===== src/rtl/dmem_ctrl.sv =====
// -----------------------------------------------------------------------------
// dmem_ctrl: single-port data memory controller with byte/half/word access,
// fixed request-to-response latency and a valid/ready handshake on each side.
//
// Optional feature: define DMEM_MISALIGN_CHECK_EN to fault misaligned half and
// word accesses and size 3. When undefined, resp_err is tied 0, the low address
// bits are ignored for half and word accesses, and size 3 behaves as a word.
//
// Ports:
//   clk           sole clock, rising edge
//   reset         synchronous, active-high reset
//   req_valid     request present
//   req_ready     request accepted this cycle if req_valid is also high (IDLE only)
//   req_we        1 = store, 0 = load
//   req_size      0 byte, 1 half, 2 word, 3 reserved
//   req_unsigned  loads zero-extend when 1, sign-extend when 0
//   req_addr      byte address (upper bits beyond the array wrap around)
//   req_wdata     right-aligned store data
//   resp_valid    response present, held until resp_ready
//   resp_ready    consumer accepts response
//   resp_rdata    extended load data; 0 for stores and faults
//   resp_err      access faulted
//   busy          high whenever the controller is not idle
// -----------------------------------------------------------------------------
module dmem_ctrl #(
    parameter int unsigned ADDR_W  = 12,
    parameter int unsigned DEPTH   = 128,
    parameter int unsigned LATENCY = 1
) (
    input  logic              clk,
    input  logic              reset,
    input  logic              req_valid,
    output logic              req_ready,
    input  logic              req_we,
    input  logic [1:0]        req_size,
    input  logic              req_unsigned,
    input  logic [ADDR_W-1:0] req_addr,
    input  logic [31:0]       req_wdata,
    output logic              resp_valid,
    input  logic              resp_ready,
    output logic [31:0]       resp_rdata,
    output logic              resp_err,
    output logic              busy
);

    localparam int unsigned IDX_W = $clog2(DEPTH);
    localparam int unsigned CNT_W = 3;

    typedef enum logic [1:0] {
        IDLE   = 2'd0,
        ACCESS = 2'd1,
        RESP   = 2'd2
    } state_e;

    state_e              state_q, state_d;
    logic [CNT_W-1:0]    cnt_q, cnt_d;
    logic                we_q, we_d;
    logic [1:0]          size_q, size_d;
    logic                uns_q, uns_d;
    logic [ADDR_W-1:0]   addr_q, addr_d;
    logic [31:0]         wdata_q, wdata_d;
    logic                resp_valid_q, resp_valid_d;
    logic [31:0]         rdata_q, rdata_d;
    logic                err_q, err_d;

    logic [31:0]         mem_q [DEPTH];

    logic [IDX_W-1:0]    idx_c;
    logic [1:0]          lane_c;
    logic [31:0]         word_c;
    logic [31:0]         byte_sh_c;
    logic [31:0]         half_sh_c;
    logic [3:0]          be_c;
    logic [31:0]         wd_rep_c;
    logic [31:0]         merged_c;
    logic [31:0]         load_c;
    logic                misalign_c;
    logic                mem_we_c;

    // Upper address bits alias onto the array (wrap-around).
    if (ADDR_W > IDX_W + 2) begin : g_addr_hi
        logic unused_addr_hi;
        assign unused_addr_hi = ^addr_q[ADDR_W-1:IDX_W+2];
    end

    // Datapath: lane selection, store merge, load extraction and extension.
    always_comb begin
        idx_c     = addr_q[IDX_W+1:2];
        lane_c    = addr_q[1:0];
        word_c    = mem_q[idx_c];
        byte_sh_c = word_c >> {lane_c, 3'b000};
        half_sh_c = word_c >> {lane_c[1], 4'b0000};

`ifdef DMEM_MISALIGN_CHECK_EN
        misalign_c = ((size_q == 2'd1) && addr_q[0])
                  || ((size_q == 2'd2) && (addr_q[1:0] != 2'b00))
                  || (size_q == 2'd3);
`else
        misalign_c = 1'b0;
`endif

        case (size_q)
            2'd0: begin
                be_c     = 4'b0001 << lane_c;
                wd_rep_c = {4{wdata_q[7:0]}};
                load_c   = uns_q ? {24'd0, byte_sh_c[7:0]}
                                 : {{24{byte_sh_c[7]}}, byte_sh_c[7:0]};
            end
            2'd1: begin
                be_c     = lane_c[1] ? 4'b1100 : 4'b0011;
                wd_rep_c = {2{wdata_q[15:0]}};
                load_c   = uns_q ? {16'd0, half_sh_c[15:0]}
                                 : {{16{half_sh_c[15]}}, half_sh_c[15:0]};
            end
            default: begin
                be_c     = 4'b1111;
                wd_rep_c = wdata_q;
                load_c   = word_c;
            end
        endcase

        for (int b = 0; b < 4; b++) begin
            merged_c[8*b +: 8] = be_c[b] ? wd_rep_c[8*b +: 8] : word_c[8*b +: 8];
        end
    end

    // Next-state and response logic.
    always_comb begin
        state_d      = state_q;
        cnt_d        = cnt_q;
        we_d         = we_q;
        size_d       = size_q;
        uns_d        = uns_q;
        addr_d       = addr_q;
        wdata_d      = wdata_q;
        resp_valid_d = resp_valid_q;
        rdata_d      = rdata_q;
        err_d        = err_q;
        mem_we_c     = 1'b0;

        case (state_q)
            IDLE: begin
                if (req_valid) begin
                    we_d    = req_we;
                    size_d  = req_size;
                    uns_d   = req_unsigned;
                    addr_d  = req_addr;
                    wdata_d = req_wdata;
                    cnt_d   = CNT_W'(LATENCY - 1);
                    state_d = ACCESS;
                end
            end
            ACCESS: begin
                if (cnt_q == '0) begin
                    mem_we_c     = we_q && !misalign_c;
                    rdata_d      = (we_q || misalign_c) ? 32'd0 : load_c;
                    err_d        = misalign_c;
                    resp_valid_d = 1'b1;
                    state_d      = RESP;
                end else begin
                    cnt_d = cnt_q - CNT_W'(1);
                end
            end
            RESP: begin
                if (resp_ready) begin
                    resp_valid_d = 1'b0;
                    state_d      = IDLE;
                end
            end
            default: state_d = IDLE;
        endcase
    end

    // State and response registers.
    always_ff @(posedge clk) begin
        if (reset) begin
            state_q      <= IDLE;
            cnt_q        <= '0;
            we_q         <= 1'b0;
            size_q       <= 2'd0;
            uns_q        <= 1'b0;
            addr_q       <= '0;
            wdata_q      <= 32'd0;
            resp_valid_q <= 1'b0;
            rdata_q      <= 32'd0;
            err_q        <= 1'b0;
        end else begin
            state_q      <= state_d;
            cnt_q        <= cnt_d;
            we_q         <= we_d;
            size_q       <= size_d;
            uns_q        <= uns_d;
            addr_q       <= addr_d;
            wdata_q      <= wdata_d;
            resp_valid_q <= resp_valid_d;
            rdata_q      <= rdata_d;
            err_q        <= err_d;
        end
    end

    // Storage is never cleared; a reset on the access edge suppresses the write.
    always_ff @(posedge clk) begin
        if (!reset && mem_we_c) begin
            mem_q[idx_c] <= merged_c;
        end
    end

    assign req_ready  = (state_q == IDLE);
    assign busy       = (state_q != IDLE);
    assign resp_valid = resp_valid_q;
    assign resp_rdata = rdata_q;
    assign resp_err   = err_q;

endmodule


===== config.mk =====
export PLATFORM = sky130hd
export DESIGN_NAME = dmem_ctrl
export DESIGN_NICKNAME = d
export VERILOG_FILES = /design/src/rtl/dmem_ctrl.sv
export SDC_FILE = /design/constraint.sdc
export NUM_CORES = 2
export LEC_CHECK = 0
export BUFFER_PORTS_ARGS = -buffer_cell sky130_fd_sc_hd__buf_2
export CAP_MARGIN = 20
export CORE_ASPECT_RATIO = 1.75
export CORE_MARGIN = 4
export CORE_UTILIZATION = 42
export DETAILED_ROUTE_END_ITERATION = 8
export GPL_TIMING_DRIVEN = 0
export PLACE_DENSITY = 0.59
export SETUP_SLACK_MARGIN = 0.5
export SLEW_MARGIN = 20
export SYNTH_ARGS = -nofsm -noshare
export SYNTH_HDL_FRONTEND = slang
export SYNTH_SLANG_ARGS = --single-unit
export TNS_END_PERCENT = 5

===== constraint.sdc =====
create_clock -name clk -period 10.4 [get_ports clk]
set_input_delay 0.52 -clock clk [delete_from_list [all_inputs] [get_ports clk]]
set_output_delay 0.52 -clock clk [all_outputs]
set_load 0.02 [all_outputs]

After elaboration in Yosys (flattened, before gate mapping)
Memory sizes are Yosys's and may differ from the RTL's. A register that Yosys moved wholly into a read port is not among the register bits.
Cells that the tools add are included.
{"block": "word_totals", "register_bits": 83, "latchBits": 0, "ram_bits": 4096, "rom_bits": 0, "inputBits": 52, "wordCells": 61, "memories": 1}
{"block": "classes", "n_addsub": 1, "n_mul": 0, "n_div": 0, "n_lt_le_gt_ge": 0, "n_eq_ne": 7, "n_shift": 3, "mux": 27, "bitwise_logic": 0, "reduce_logical": 13}
{"name": "mem_q", "words": 128, "width": 32, "rd": 1, "rd_clocked_by_memory_dff": 1, "wr": 1, "line": "66", "source": "logic [31:0] mem_q [DEPTH];"}
{"operator": "$pmux W32 S2", "n": 2}
{"operator": "$mux W32", "n": 3}
{"operator": "$mux W8", "n": 4}
{"operator": "$shr A32 B5 Y16", "n": 1}
{"operator": "$shr A32 B5 Y8", "n": 1}
{"operator": "$mux W7", "n": 2}
{"operator": "$reduce_and A3 Y1", "n": 3}
{"operator": "$ne A2 B2 Y1 const B", "n": 4}
{"operator": "$pmux W4 S2", "n": 1}
{"operator": "$mux W1", "n": 6}
{"operator": "$mux W2", "n": 3}
{"operator": "$mux W3", "n": 2}
{"operator": "$pmux W2 S3", "n": 1}
{"operator": "$pmux W3 S2", "n": 1}
{"operator": "$reduce_bool A2 Y1", "n": 3}
{"operator": "$eq A2 B1 Y1 const B", "n": 2}
{"operator": "$logic_not A2 Y1", "n": 2}
{"operator": "$mux W4", "n": 1}
{"operator": "$reduce_and A2 Y1", "n": 2}
{"operator": "$shl A1 B2 Y4 const A", "n": 1}
{"operator": "$logic_not A3 Y1", "n": 1}
{"operator": "$sub A3 B1 Y3 const B", "n": 1}
{"operator": "$eq A2 B2 Y1 const B", "n": 1}
{"operator": "$pmux W1 S2", "n": 1}
{"operator": "2 further kinds", "n": 2}

Logic depth before layout (Yosys ltp)
{"block": "depth", "ltp_word": 6, "mapped_depth": 16}

Least setup slack after synthesis
Ideal clock, no wire load.
{"block": "synth_timing", "kind": "register to register", "from": "register (tool-made name)", "to": "memory mem_q[0][20], data pin", "setup_ns": 1.197, "t_arrival_ns": 7.470, "t_required_ns": 9.203, "setup_slack_ns": 1.733, "path_stages_with_launch": 13, "path_buffers": 6, "synth_period_minus_slack_ns": 8.667, "path_cell_list": "dfxtp_1 > buf_6 > buf_4 > buf_4 > buf_4 > buf_2 > buf_1 > mux4_2 > mux4_2 > o22ai_1 > nor4_1 > mux2i_1 > o21ai_0"}
{"item": "to (decl)", "line": "66"}

==> qor.txt <==
DR WL/cell: 42.4 um
quantity of hold-fixing buffers added after cts: 37
overall die height: 827 um
worst-case headroom to the max-slew limit: 14.3%
sequential fraction of the synthesis area: 77.6%
Period Utilization, post-route: 69.9%
global-route wire length before repair: 743 mm
# clock sinks: 4186
Internal Pwr Total: 28.6 mW
data arrival time of the critical path: 8.04 ns
antenna violations before repair: 34
actual transition at the worst max-transition pin: 1.28 ns
DRC errors left: 0
Flop pwr share: 51.7%
CTS Buf Count: 355
Clk Latency, worst-skew pair: 0.97 ns
total number of yosys warnings: 0
maximum operating frequency: 0.137 GHz
total number of vias: 83400
per-cell via count in the routed design: 6.35
net switching fraction of the power: 24.4%
floorplan row count: 300
final total negative setup slack: 0 ns
area inside the core boundary: 381000 um2
top-level I/O count: 88
Critical Setup Path Class: register to register
flop2flop setup slack: 3.13 ns
# Post-CTS Setup Buffers: 0
area added between synthesis and finish: 18.8%
clock root buffer: sky130_fd_sc_hd__clkbuf_16
cell depth of the worst flop-to-flop path: 12
cell area power density: 198 nW/um2
clock slew at reported path FFs: 0.07 ns
Net Count, Synth: 7008
number of nets in the finished design: 7914
number of flops mapped to enable cells by yosys: 4096
clock power share: 36.4%
final worst clock skew: 0.0650 ns
total standard cell area after synthesis: 161000 um2
class of the most critical hold timing path: primary input to register
total gr overflow: 0
mean area per synthesized cell: 23.1 um2
largest vdd supply drop: 0.000145 V
critical register-to-register path endpoint: mem_q[37][12]
crit-path max FO: 33
CTS HTree Levels: 5
final weighted congestion of routability-driven global placement: 1.00
Setup violations, final: 0
first-pass iteration count of the detailed router: 6
width of the chip: 476 um
routed wire length: 558 mm
floorplan die area: 393000 um2
max_cap viols: 0
initial core utilization: 42.2%
share of flip-flops with an asynchronous set or reset after synthesis: 0%
number of nets with antenna violations after detailed routing: 0
Post-Synthesis Cells: 6954
Synth cell types: 70
commonest register cell after synthesis: sky130_fd_sc_hd__edfxtp_1
Fillers: 29700
final hold viol count: 0
Min Clock Period, post-route: 7.27 ns
Gate power share: 11.9%
final core utilization: 50.1%
Setup crit end: mem_q[37][12]
result of the run: completed
fraction of final layout cells sized beyond drive strength 1: 32.6%
CP Launch Type: register
TritonCTS clock tree: yes
pre-CTS setup slack: 3.25 ns
largest net degree at the start of global routing: 44
Crit path required time: 11.17 ns
final critical-path setup slack: 3.13 ns
switching power: 9.22 mW
dpl hpwl: 399 mm
leakage component of the power: 59.1 nW
initial DRC count: 10900
deepest clock path buffer count: 4
RSZ-0062 raised after global routing: no
total of flip-flops plus latches after synthesis: 4186
GRT Util Overall: 28.3%
count of buffers from port buffering: 82
post-CTS resize count: 0
element type at the critical path end: register
number of slew-limit violations in the final report: 0
number of global-route vias before repair: 83700
==> worst min path at each step <==
stage          depth (start not counted)     endpoint        start
2_1_floorplan                          2  wdata_q[31]  wdata_q[31]
3_3_place_gp                           2   resp_valid   resp_valid
3_5_place_dp                           2  wdata_q[30]  wdata_q[30]
4_1_cts                                3    addr_q[6]  req_addr[6]
5_1_grt                                3     register  req_addr[8]
6_report                               3     register  req_addr[8]
==> sequential cells by signal (all words and copies together) (netlist names), named ones only <==
signal and count:
state_q 2, resp_rdata 32, cnt_q 3, wdata_q 32, uns_q 1, mem_q 4096
size_q 2, we_q 1, resp_valid 1, addr_q 9
==> synth_stat cells (22+ instances only) <==
cell / number / area share (%)
sky130_fd_sc_hd__o211ai_1: 22 / 0.10
sky130_fd_sc_hd__a32oi_1: 23 / 0.13
sky130_fd_sc_hd__clkbuf_1: 69 / 0.16
sky130_fd_sc_hd__nand3_1: 66 / 0.21
sky130_fd_sc_hd__mux2i_1: 217 / 1.4
sky130_fd_sc_hd__edfxtp_1: 4096 / 76
sky130_fd_sc_hd__nor2b_1: 26 / 0.10
sky130_fd_sc_hd__a22oi_1: 98 / 0.46
sky130_fd_sc_hd__o22ai_1: 73 / 0.28
sky130_fd_sc_hd__nand2_1: 210 / 0.49
sky130_fd_sc_hd__mux4_1: 22 / 0.36
sky130_fd_sc_hd__buf_4: 73 / 0.34
sky130_fd_sc_hd__dfxtp_1: 90 / 1.1
sky130_fd_sc_hd__buf_2: 149 / 0.46
sky130_fd_sc_hd__a21oi_1: 81 / 0.25
sky130_fd_sc_hd__mux4_2: 1116 / 16
sky130_fd_sc_hd__nand2b_1: 22 / 0.086
sky130_fd_sc_hd__nor2_1: 184 / 0.43
sky130_fd_sc_hd__o21ai_0: 40 / 0.12
sky130_fd_sc_hd__buf_6: 53 / 0.37
==> cell families (layout without fill, tap and decap cells) <==
kind of cell / count (synthesis) / after routing / synth area share [%]
xor gates and xnor gates: 1 / 1 / 0.00545
DFF: 4186 / 4186 / 77.6
AOI/OAI and AO/OA: 431 / 431 / 1.83
buffers and inverters: 390 / 1584 / 1.56
adders and majority gates: 2 / 2 / 0.0156
and+or+nand+nor: 582 / 582 / 1.61
muxes: 1361 / 1361 / 17.4
other: 1 / 16 / 0.00233
==> layout by cell type (no fill, tap or decap), types with 23 or more instances in the layout <==
cell / count
sky130_fd_sc_hd__clkbuf_16: 369
sky130_fd_sc_hd__nand2_1: 210
sky130_fd_sc_hd__o22ai_1: 68
sky130_fd_sc_hd__a32oi_1: 23
sky130_fd_sc_hd__buf_12: 192
sky130_fd_sc_hd__dfxtp_1: 90
sky130_fd_sc_hd__nor2_4: 131
sky130_fd_sc_hd__buf_16: 221
sky130_fd_sc_hd__a21oi_1: 72
sky130_fd_sc_hd__a22oi_1: 98
sky130_fd_sc_hd__nor2_1: 47
sky130_fd_sc_hd__buf_4: 83
sky130_fd_sc_hd__buf_6: 54
sky130_fd_sc_hd__buf_2: 234
sky130_fd_sc_hd__clkinv_2: 55
sky130_fd_sc_hd__dlygate4sd3_1: 38
sky130_fd_sc_hd__nor2b_1: 26
sky130_fd_sc_hd__mux2i_1: 217
sky130_fd_sc_hd__bufinv_16: 40
sky130_fd_sc_hd__o21ai_4: 25
sky130_fd_sc_hd__clkbuf_1: 114
sky130_fd_sc_hd__edfxtp_1: 4096
sky130_fd_sc_hd__clkinv_1: 76
sky130_fd_sc_hd__nand3_1: 66
sky130_fd_sc_hd__mux4_2: 1116
==> area by class of cell <==
type | instances | area (um2) | share of cell area [%]
inverters | 11 | 41.3 | 0.0216
well taps | 4983 | 6230 | 3.26
clock buffers | 439 | 9590 | 5.02
clock inverters | 206 | 2120 | 1.11
diodes | 15 | 37.5 | 0.0196
flip-flops and latches | 4186 | 125000 | 65.3
repair buffers | 549 | 10800 | 5.67
plain buffers | 379 | 2490 | 1.30
multi-input cells | 2378 | 35000 | 18.3
==> worst max-delay path: stages, from the launching register on <==
cell and delay (ns):
sky130_fd_sc_hd__dfxtp_1 0.34, sky130_fd_sc_hd__clkbuf_1 0.67, sky130_fd_sc_hd__clkbuf_2 0.67, sky130_fd_sc_hd__nand2_1 0.75, sky130_fd_sc_hd__nor2_1 0.80, sky130_fd_sc_hd__dlygate4sd3_1 1.21, sky130_fd_sc_hd__a22o_1 0.69, sky130_fd_sc_hd__a211oi_2 0.30
sky130_fd_sc_hd__a21oi_4 0.76, sky130_fd_sc_hd__buf_16 0.24, sky130_fd_sc_hd__buf_16 0.17, sky130_fd_sc_hd__buf_16 0.18, sky130_fd_sc_hd__buf_16 0.18
==> metal layers <==
layer | wire length (um) | part of all wire [%] | vias up | GRT usage, %
li1 | - | - | 31600 | -
met1 | 172000 | 31 | 45000 | 30.3
met3 | 52400 | 9.4 | 1628 | 7.63
met5 | 272 | 0.049 | - | 0.259
met4 | 56800 | 10 | 22 | 22.8
met2 | 276000 | 50 | 5247 | 47.1
==> power groups by stage <==
stage	sequential [mW]	combinational [mW]	clock [mW]
3_3_place_gp	20.8	3.33	0
5_1_grt	19.5	4.60	14.5
3_5_place_dp	19.9	4.39	0
2_1_floorplan	20.3	1.77	0
6_report	19.6	4.49	13.8
4_1_cts	19.6	4.40	13.9
==> stage by stage <==
stage / area (um2) / hold WS (ns) / cells / power, mW
6_report: 191000 / 0.0832 / 13100 / 37.8
5_1_grt: 191000 / 0.0782 / 13100 / 38.7
4_1_cts: 191000 / 0.000892 / 13100 / 37.8
3_5_place_dp: 179000 / 0.472 / 12400 / 24.3
3_3_place_gp: 167000 / 0.463 / 12000 / 24.2
2_1_floorplan: 161000 / 0.436 / 6954 / 22.1
(Power assumes the default switching activity.)
